==> src/rtl/complex_weight_mult_if.sv <==
// Sample/weight/output bundle for complex_weight_mult.
// master drives samples and weight loads; slave is the multiplier.
interface complex_weight_mult_if #(
    parameter int DW = 18,
    parameter int WW = 18
);
    logic signed [DW-1:0] dinI, dinQ;
    logic                 din_valid;
    logic signed [WW-1:0] wI, wQ;
    logic                 w_load, w_commit;
    logic signed [DW-1:0] doutI, doutQ;
    logic                 dout_valid, w_pending, ovf;

    modport master (
        output dinI, dinQ, din_valid, wI, wQ, w_load, w_commit,
        input  doutI, doutQ, dout_valid, w_pending, ovf
    );
    modport slave (
        input  dinI, dinQ, din_valid, wI, wQ, w_load, w_commit,
        output doutI, doutQ, dout_valid, w_pending, ovf
    );
endinterface

==> src/rtl/complex_weight_mult.sv <==
// 3-stage complex multiply by a double-buffered Q1.16 weight, round-half-up.
// Define CWM_SATURATE_EN to clamp out-of-range results and drive ovf; otherwise results wrap.
module complex_weight_mult #(
    parameter int DW = 18,
    parameter int WW = 18
) (
    input  logic                     clk,
    input  logic                     rst,
    complex_weight_mult_if.slave     bus
);
    localparam int STAGES = 3;
    localparam int FRAC   = 16;
    localparam int PW     = DW + WW;
    localparam int SW     = PW + 1;

    typedef struct packed {
        logic [DW-1:0] i;
        logic [DW-1:0] q;
    } sample_t;

    typedef struct packed {
        logic [WW-1:0] i;
        logic [WW-1:0] q;
    } weight_t;

    typedef enum logic {IDLE, PEND} wstate_t;

    localparam weight_t              UNITY_W = '{i: WW'(1) << FRAC, q: '0};
    localparam logic signed [SW-1:0] HALF    = SW'(1) << (FRAC - 1);

    wstate_t wstate;
    weight_t shadow, active;

    // A commit in PEND moves the old shadow to active even when a load lands in the same cycle.
    always_ff @(posedge clk) begin
        if (rst) begin
            wstate <= IDLE;
            shadow <= UNITY_W;
            active <= UNITY_W;
        end else begin
            case (wstate)
                IDLE: if (bus.w_load) begin
                    shadow <= '{i: bus.wI, q: bus.wQ};
                    wstate <= PEND;
                end
                PEND: begin
                    if (bus.w_commit) active <= shadow;
                    if (bus.w_load)        shadow <= '{i: bus.wI, q: bus.wQ};
                    else if (bus.w_commit) wstate <= IDLE;
                end
            endcase
        end
    end

    assign bus.w_pending = (wstate == PEND);

    logic [STAGES-1:0]    vld_pipe;
    sample_t              s1_d;
    weight_t              s1_w;
    logic signed [PW-1:0] p_ii, p_qq, p_iq, p_qi;

    always_ff @(posedge clk) begin
        if (rst) vld_pipe <= '0;
        else     vld_pipe <= {vld_pipe[STAGES-2:0], bus.din_valid};
    end

    // Each sample travels with the weight it saw in S1.
    always_ff @(posedge clk) begin
        s1_d <= '{i: bus.dinI, q: bus.dinQ};
        s1_w <= active;
        p_ii <= PW'($signed(s1_d.i)) * PW'($signed(s1_w.i));
        p_qq <= PW'($signed(s1_d.q)) * PW'($signed(s1_w.q));
        p_iq <= PW'($signed(s1_d.i)) * PW'($signed(s1_w.q));
        p_qi <= PW'($signed(s1_d.q)) * PW'($signed(s1_w.i));
    end

    logic signed [SW-1:0] sum_i, sum_q;
    logic signed [DW-1:0] res_i, res_q;

    always_comb begin
        sum_i = SW'(p_ii) - SW'(p_qq);
        sum_q = SW'(p_iq) + SW'(p_qi);
    end

`ifdef CWM_SATURATE_EN
    localparam logic signed [DW-1:0] SMAX = {1'b0, {(DW-1){1'b1}}};
    localparam logic signed [DW-1:0] SMIN = {1'b1, {(DW-1){1'b0}}};

    logic signed [SW-1:0] rnd_i, rnd_q;
    logic                 fit_i, fit_q;
    logic                 ovf_r;

    // A result fits when every bit from the DW sign bit upward agrees.
    always_comb begin
        rnd_i = (sum_i + HALF) >>> FRAC;
        rnd_q = (sum_q + HALF) >>> FRAC;
        fit_i = (&rnd_i[SW-1:DW-1]) | ~(|rnd_i[SW-1:DW-1]);
        fit_q = (&rnd_q[SW-1:DW-1]) | ~(|rnd_q[SW-1:DW-1]);
        res_i = fit_i ? rnd_i[DW-1:0] : (rnd_i[SW-1] ? SMIN : SMAX);
        res_q = fit_q ? rnd_q[DW-1:0] : (rnd_q[SW-1] ? SMIN : SMAX);
    end

    always_ff @(posedge clk) begin
        if (rst) ovf_r <= 1'b0;
        else     ovf_r <= vld_pipe[STAGES-2] & ~(fit_i & fit_q);
    end

    assign bus.ovf = ovf_r;
`else
    always_comb begin
        res_i = DW'((sum_i + HALF) >>> FRAC);
        res_q = DW'((sum_q + HALF) >>> FRAC);
    end

    assign bus.ovf = 1'b0;
`endif

    logic signed [DW-1:0] dout_i, dout_q;

    always_ff @(posedge clk) begin
        if (rst) begin
            dout_i <= '0;
            dout_q <= '0;
        end else if (vld_pipe[STAGES-2]) begin
            dout_i <= res_i;
            dout_q <= res_q;
        end
    end

    assign bus.doutI      = dout_i;
    assign bus.doutQ      = dout_q;
    assign bus.dout_valid = vld_pipe[STAGES-1];
endmodule

==> src/flat_wrapper.sv <==
// flat-port wrapper written by rule: the top's interface ports become plain ports
module complex_weight_mult_flat 
#(
    parameter int DW = 18,
    parameter int WW = 18
)
  (clk, rst, bus_dinI, bus_dinQ, bus_din_valid, bus_wI, bus_wQ, bus_w_load, bus_w_commit, bus_doutI, bus_doutQ, bus_dout_valid, bus_w_pending, bus_ovf);
  complex_weight_mult_if #(.DW(DW), .WW(WW)) bus_i ();
  input  logic clk;
  input  logic rst;
  input wire logic [$bits(bus_i.dinI)-1:0] bus_dinI;
  input wire logic [$bits(bus_i.dinQ)-1:0] bus_dinQ;
  input wire logic [$bits(bus_i.din_valid)-1:0] bus_din_valid;
  input wire logic [$bits(bus_i.wI)-1:0] bus_wI;
  input wire logic [$bits(bus_i.wQ)-1:0] bus_wQ;
  input wire logic [$bits(bus_i.w_load)-1:0] bus_w_load;
  input wire logic [$bits(bus_i.w_commit)-1:0] bus_w_commit;
  output wire logic [$bits(bus_i.doutI)-1:0] bus_doutI;
  output wire logic [$bits(bus_i.doutQ)-1:0] bus_doutQ;
  output wire logic [$bits(bus_i.dout_valid)-1:0] bus_dout_valid;
  output wire logic [$bits(bus_i.w_pending)-1:0] bus_w_pending;
  output wire logic [$bits(bus_i.ovf)-1:0] bus_ovf;
  assign bus_i.dinI = bus_dinI;
  assign bus_i.dinQ = bus_dinQ;
  assign bus_i.din_valid = bus_din_valid;
  assign bus_i.wI = bus_wI;
  assign bus_i.wQ = bus_wQ;
  assign bus_i.w_load = bus_w_load;
  assign bus_i.w_commit = bus_w_commit;
  assign bus_doutI = bus_i.doutI;
  assign bus_doutQ = bus_i.doutQ;
  assign bus_dout_valid = bus_i.dout_valid;
  assign bus_w_pending = bus_i.w_pending;
  assign bus_ovf = bus_i.ovf;
  complex_weight_mult #(.DW(DW), .WW(WW)) u_core (.clk(clk), .rst(rst), .bus(bus_i));
endmodule
==> config.mk <==
export PLATFORM = sky130hd
export DESIGN_NAME = complex_weight_mult_flat
export DESIGN_NICKNAME = d
export VERILOG_FILES = /design/src/rtl/complex_weight_mult_if.sv /design/src/rtl/complex_weight_mult.sv /design/src/flat_wrapper.sv
export SDC_FILE = /design/constraint.sdc
export NUM_CORES = 2
export LEC_CHECK = 0
export CAP_MARGIN = 15
export CELL_PAD_IN_SITES_DETAIL_PLACEMENT = 0
export CELL_PAD_IN_SITES_GLOBAL_PLACEMENT = 1
export CORE_ASPECT_RATIO = 0.6
export CORE_MARGIN = 5
export CORE_UTILIZATION = 35
export CTS_CLUSTER_SIZE = 20
export DETAILED_ROUTE_END_ITERATION = 7
export GPL_TIMING_DRIVEN = 0
export PLACE_DENSITY_LB_ADDON = 0.1
export SLEW_MARGIN = 0
export SYNTH_ARGS = -nofsm -noshare
export SYNTH_HDL_FRONTEND = slang
export SYNTH_SLANG_ARGS = --single-unit
==> constraint.sdc <==
create_clock -name clk -period 15.05 [get_ports clk]
set_input_delay 3.01 -clock clk [delete_from_list [all_inputs] [get_ports clk]]
set_output_delay 3.01 -clock clk [all_outputs]
set_load 0.01 [all_outputs]
==> results.json <==
{
  "finalInstanceArea_um2": 64000,
  "dr.pass1.iters": 5,
  "netlist.area_leader.share": 0.434,
  "total_power_mw": 4.14,
  "crit_path_end_kind": "register",
  "dpl.hpwl_um": 196000,
  "fillCellCount": 16900,
  "nets": 8254,
  "criticalPathCategory": "register to register",
  "path_cells": "clkbuf_1, clkbuf_1, nand2_1, fa_1, inv_1, fa_1, fa_1, fa_1, fa_1, inv_1, fa_1, inv_1, ha_1, and3_1, and4_1, o2111ai_1, a31oi_1, a2111oi_0, o21bai_1, a21o_1, xor2_1",
  "clockBufferDepth": 3,
  "cp_max_fo": 10,
  "port_buffers": 114,
  "r2r_start": "u_core.s1_w[9]",
  "viasPerCell": 4.91,
  "max_freq_mhz": 102,
  "worstHoldStart": "u_core.active[9]",
  "slowest_delay_ps": 980,
  "cts_buffers": 39,
  "layout-drive-gt1-share": 0.0201,
  "p_leak_nw": 32.0,
  "hold_depth": 0,
  "post_cts_resized": 0,
  "cp.required_ps": 15540,
  "clkTransAtPathRegs_ps": 70,
  "clk-insertion-delay-late_ps": 690,
  "yosysWarnings": 0,
  "vias": 42800,
  "slowest_stage": "clkbuf_1",
  "num_rows": 115,
  "tightest_slew_ps": 1380,
  "ys_types": 74,
  "grt_pass1_wl_um": 329000,
  "status": "complete, no violations",
  "cts_setup_buffers": 0,
  "yosys_register_bits": 320,
  "routed_wl_um": 230000,
  "finClkSkew_ps": 66.2,
  "whs_ps": 305,
  "post-place-ws_ps": 5750,
  "antenna_found_initial": 54,
  "rr_worst_depth": 21,
  "dieArea_um2": 174000,
  "r2r-end": "u_core.p_iq[32]",
  "cp_num_cells": 21,
  "wl_per_cell_um": 26.4,
  "ys_top_cells_by_area": "fa_1 (43%), dfxtp_1 (11%), ha_1 (10%), inv_1 (9.4%), and2_1 (7.3%)",
  "drtAntennaViolNets": 0,
  "yosys.area.top_type": "fa_1",
  "grt_max_degree": 15,
  "postSynthAreaPerCell_um2": 9.29,
  "hp-class": "register to register",
  "min_to": "u_core.s1_w[9]",
  "drv_cap": 0,
  "die_w_um": 536,
  "maxSlewHeadroom": 0.0820,
  "crit_top_cell": "fa_1",
  "irDropWorstVdd_mv": 0.0834,
  "gr-total-overflow": 0,
  "setup_violations": 0,
  "setup_slack_ps": 5260,
  "crit_arrival_ps": 10270,
  "core_um2": 164000,
  "drc": 0,
  "fin_crit_sh": 0.650,
  "rsz0062_at_grt": "false",
  "ys_seq_area_frac": 0.110,
  "cts.htree.levels": 2,
  "synthesis.area_um2": 58100,
  "grt_pass1_vias": 42900,
  "post-route-min-period_ps": 9790,
  "cts.sinks": 320,
  "reg2reg_slack_ps": 5260,
  "grt_usage": 0.267,
  "dpl-instance-area_um2": 62300,
  "synthArstFlopShare": 0,
  "cts.root.buffer_cell": "clkbuf_16",
  "die_height_um": 326,
  "setup_tns_ps": 0,
  "syn_nets": 8071,
  "ctsHoldBuffers": 0,
  "synth-main-ff-cell": "dfxtp_1",
  "cts_tree": "yes",
  "p_per_area_nw_per_um2": 64.6,
  "initialDrtViolationCount": 4369,
  "slew_violations": 0,
  "gp_congestion": 0.914,
  "crit_buf_inv": 5,
  "cp_top_family": "adder cells",
  "synthCells": 6248,
  "ios": 116,
  "start_util": 0.353,
  "start_kind": "register",
  "synth_edf_count": 0,
  "hold_violations": 0,
  "syn_to_final_growth_pct": 10.2
}
## metal layers
layer / track usage / vias up / part of all wire
li1: - / 18900 / -
met1: 0.432 / 22000 / 0.50
met2: 0.336 / 1806 / 0.37
met3: 0.0947 / 108 / 0.12
met4: 0.0414 / 0 / 0.015
met5: 0 / - / 0
## worst register-to-register path, stage by stage (launching register included)
cell	delay [ps]
dfxtp_1	380
clkbuf_1	940
clkbuf_1	990
nand2_1	230
fa_1	590
inv_1	50
fa_1	510
fa_1	580
fa_1	460
fa_1	510
inv_1	50
fa_1	470
inv_1	40
ha_1	380
and3_1	300
and4_1	550
o2111ai_1	680
a31oi_1	730
a2111oi_0	360
o21bai_1	280
a21o_1	150
xor2_1	360
## sequential cells by signal (all words and copies together), names as in the netlist, 34 cells and up
register / flops
u_core.p_ii: 34
u_core.p_qi: 34
u_core.s1_w: 36
u_core.active: 36
u_core.s1_d: 36
u_core.p_qq: 34
u_core.p_iq: 34
u_core.shadow: 36
## Yosys cell counts (all sizes together) (7+ instances only)
library cell  number
inv             1460
fa              1260
nand2            687
and2             676
ha               486
dfxtp            320
clkbuf           290
nor2             188
xnor2            136
a21oi            134
a21o              82
o21ai             81
mux2i             50
xor2              45
nand2b            38
nand3             33
o21a              32
nor3              24
a211oi            17
nor2b             17
a31oi             15
and3              15
o21bai            13
nand4             10
a211o              9
nor4               9
o211ai             9
a21boi             8
and4               7
o31a               7
## cells by family (layout without fill, tap and decap cells)
logic type,after synthesis,in the layout,share of synthesized area
buf+inv,1758,1972,0.114
fa+ha+maj,1746,1746,0.539
simple gates,1722,1722,0.148
compound gates,470,470,0.0534
flops,320,320,0.110
xor+xnor,181,181,0.0273
mux,50,50,0.00862
other cells,1,32,0.0000646
## metrics by stage
step                utilization  instances
detailed placement        0.379       8605
global placement          0.377       8585
CTS                       0.388       8677
floorplan                     -       6248
finish                    0.389       8716
global route              0.389       8691
## power breakdown
group	internal, mW	switching [mW]
Clock	0.616	0.473
Combinational	0.715	1.29
Sequential	0.968	0.0702
## cells in the final DEF (no fill, tap or decap), types with 114 or more instances in the layout
master	instances
inv_1	1460
fa_1	1260
nand2_1	687
and2_1	675
ha_1	486
dfxtp_1	320
clkbuf_1	279
nor2_1	188
xnor2_1	136
a21oi_1	133
clkdlybuf4s50_1	114
## how the worst max path moves through the flow
stage	startpoint	end	slack (ps)
floorplan	u_core.s1_w[3]	u_core.p_iq[32]	8700
global placement	u_core.s1_w[30]	u_core.p_ii[31]	5340
detailed placement	u_core.s1_w[3]	u_core.p_iq[32]	5750
CTS	u_core.s1_w[3]	u_core.p_iq[32]	5710
global route	u_core.s1_w[3]	u_core.p_iq[32]	5240
finish	u_core.s1_w[9]	u_core.p_iq[32]	5260
## layout make-up
cell class / instances / area (um^2) / share of cell area
Clock buffer: 50 / 1100 / 0.0172
Inverter: 1462 / 5490 / 0.0858
Buffer: 296 / 1130 / 0.0177
Antenna cell: 31 / 77.6 / 0.00121
Sequential cell: 320 / 6410 / 0.100
Clock inverter: 22 / 327 / 0.00510
Multi-Input combinational cell: 4170 / 45100 / 0.705
Timing Repair Buffer: 142 / 1590 / 0.0248
Tap cell: 2223 / 2780 / 0.0435
No activity file was read; power rests on OpenSTA's default activity.
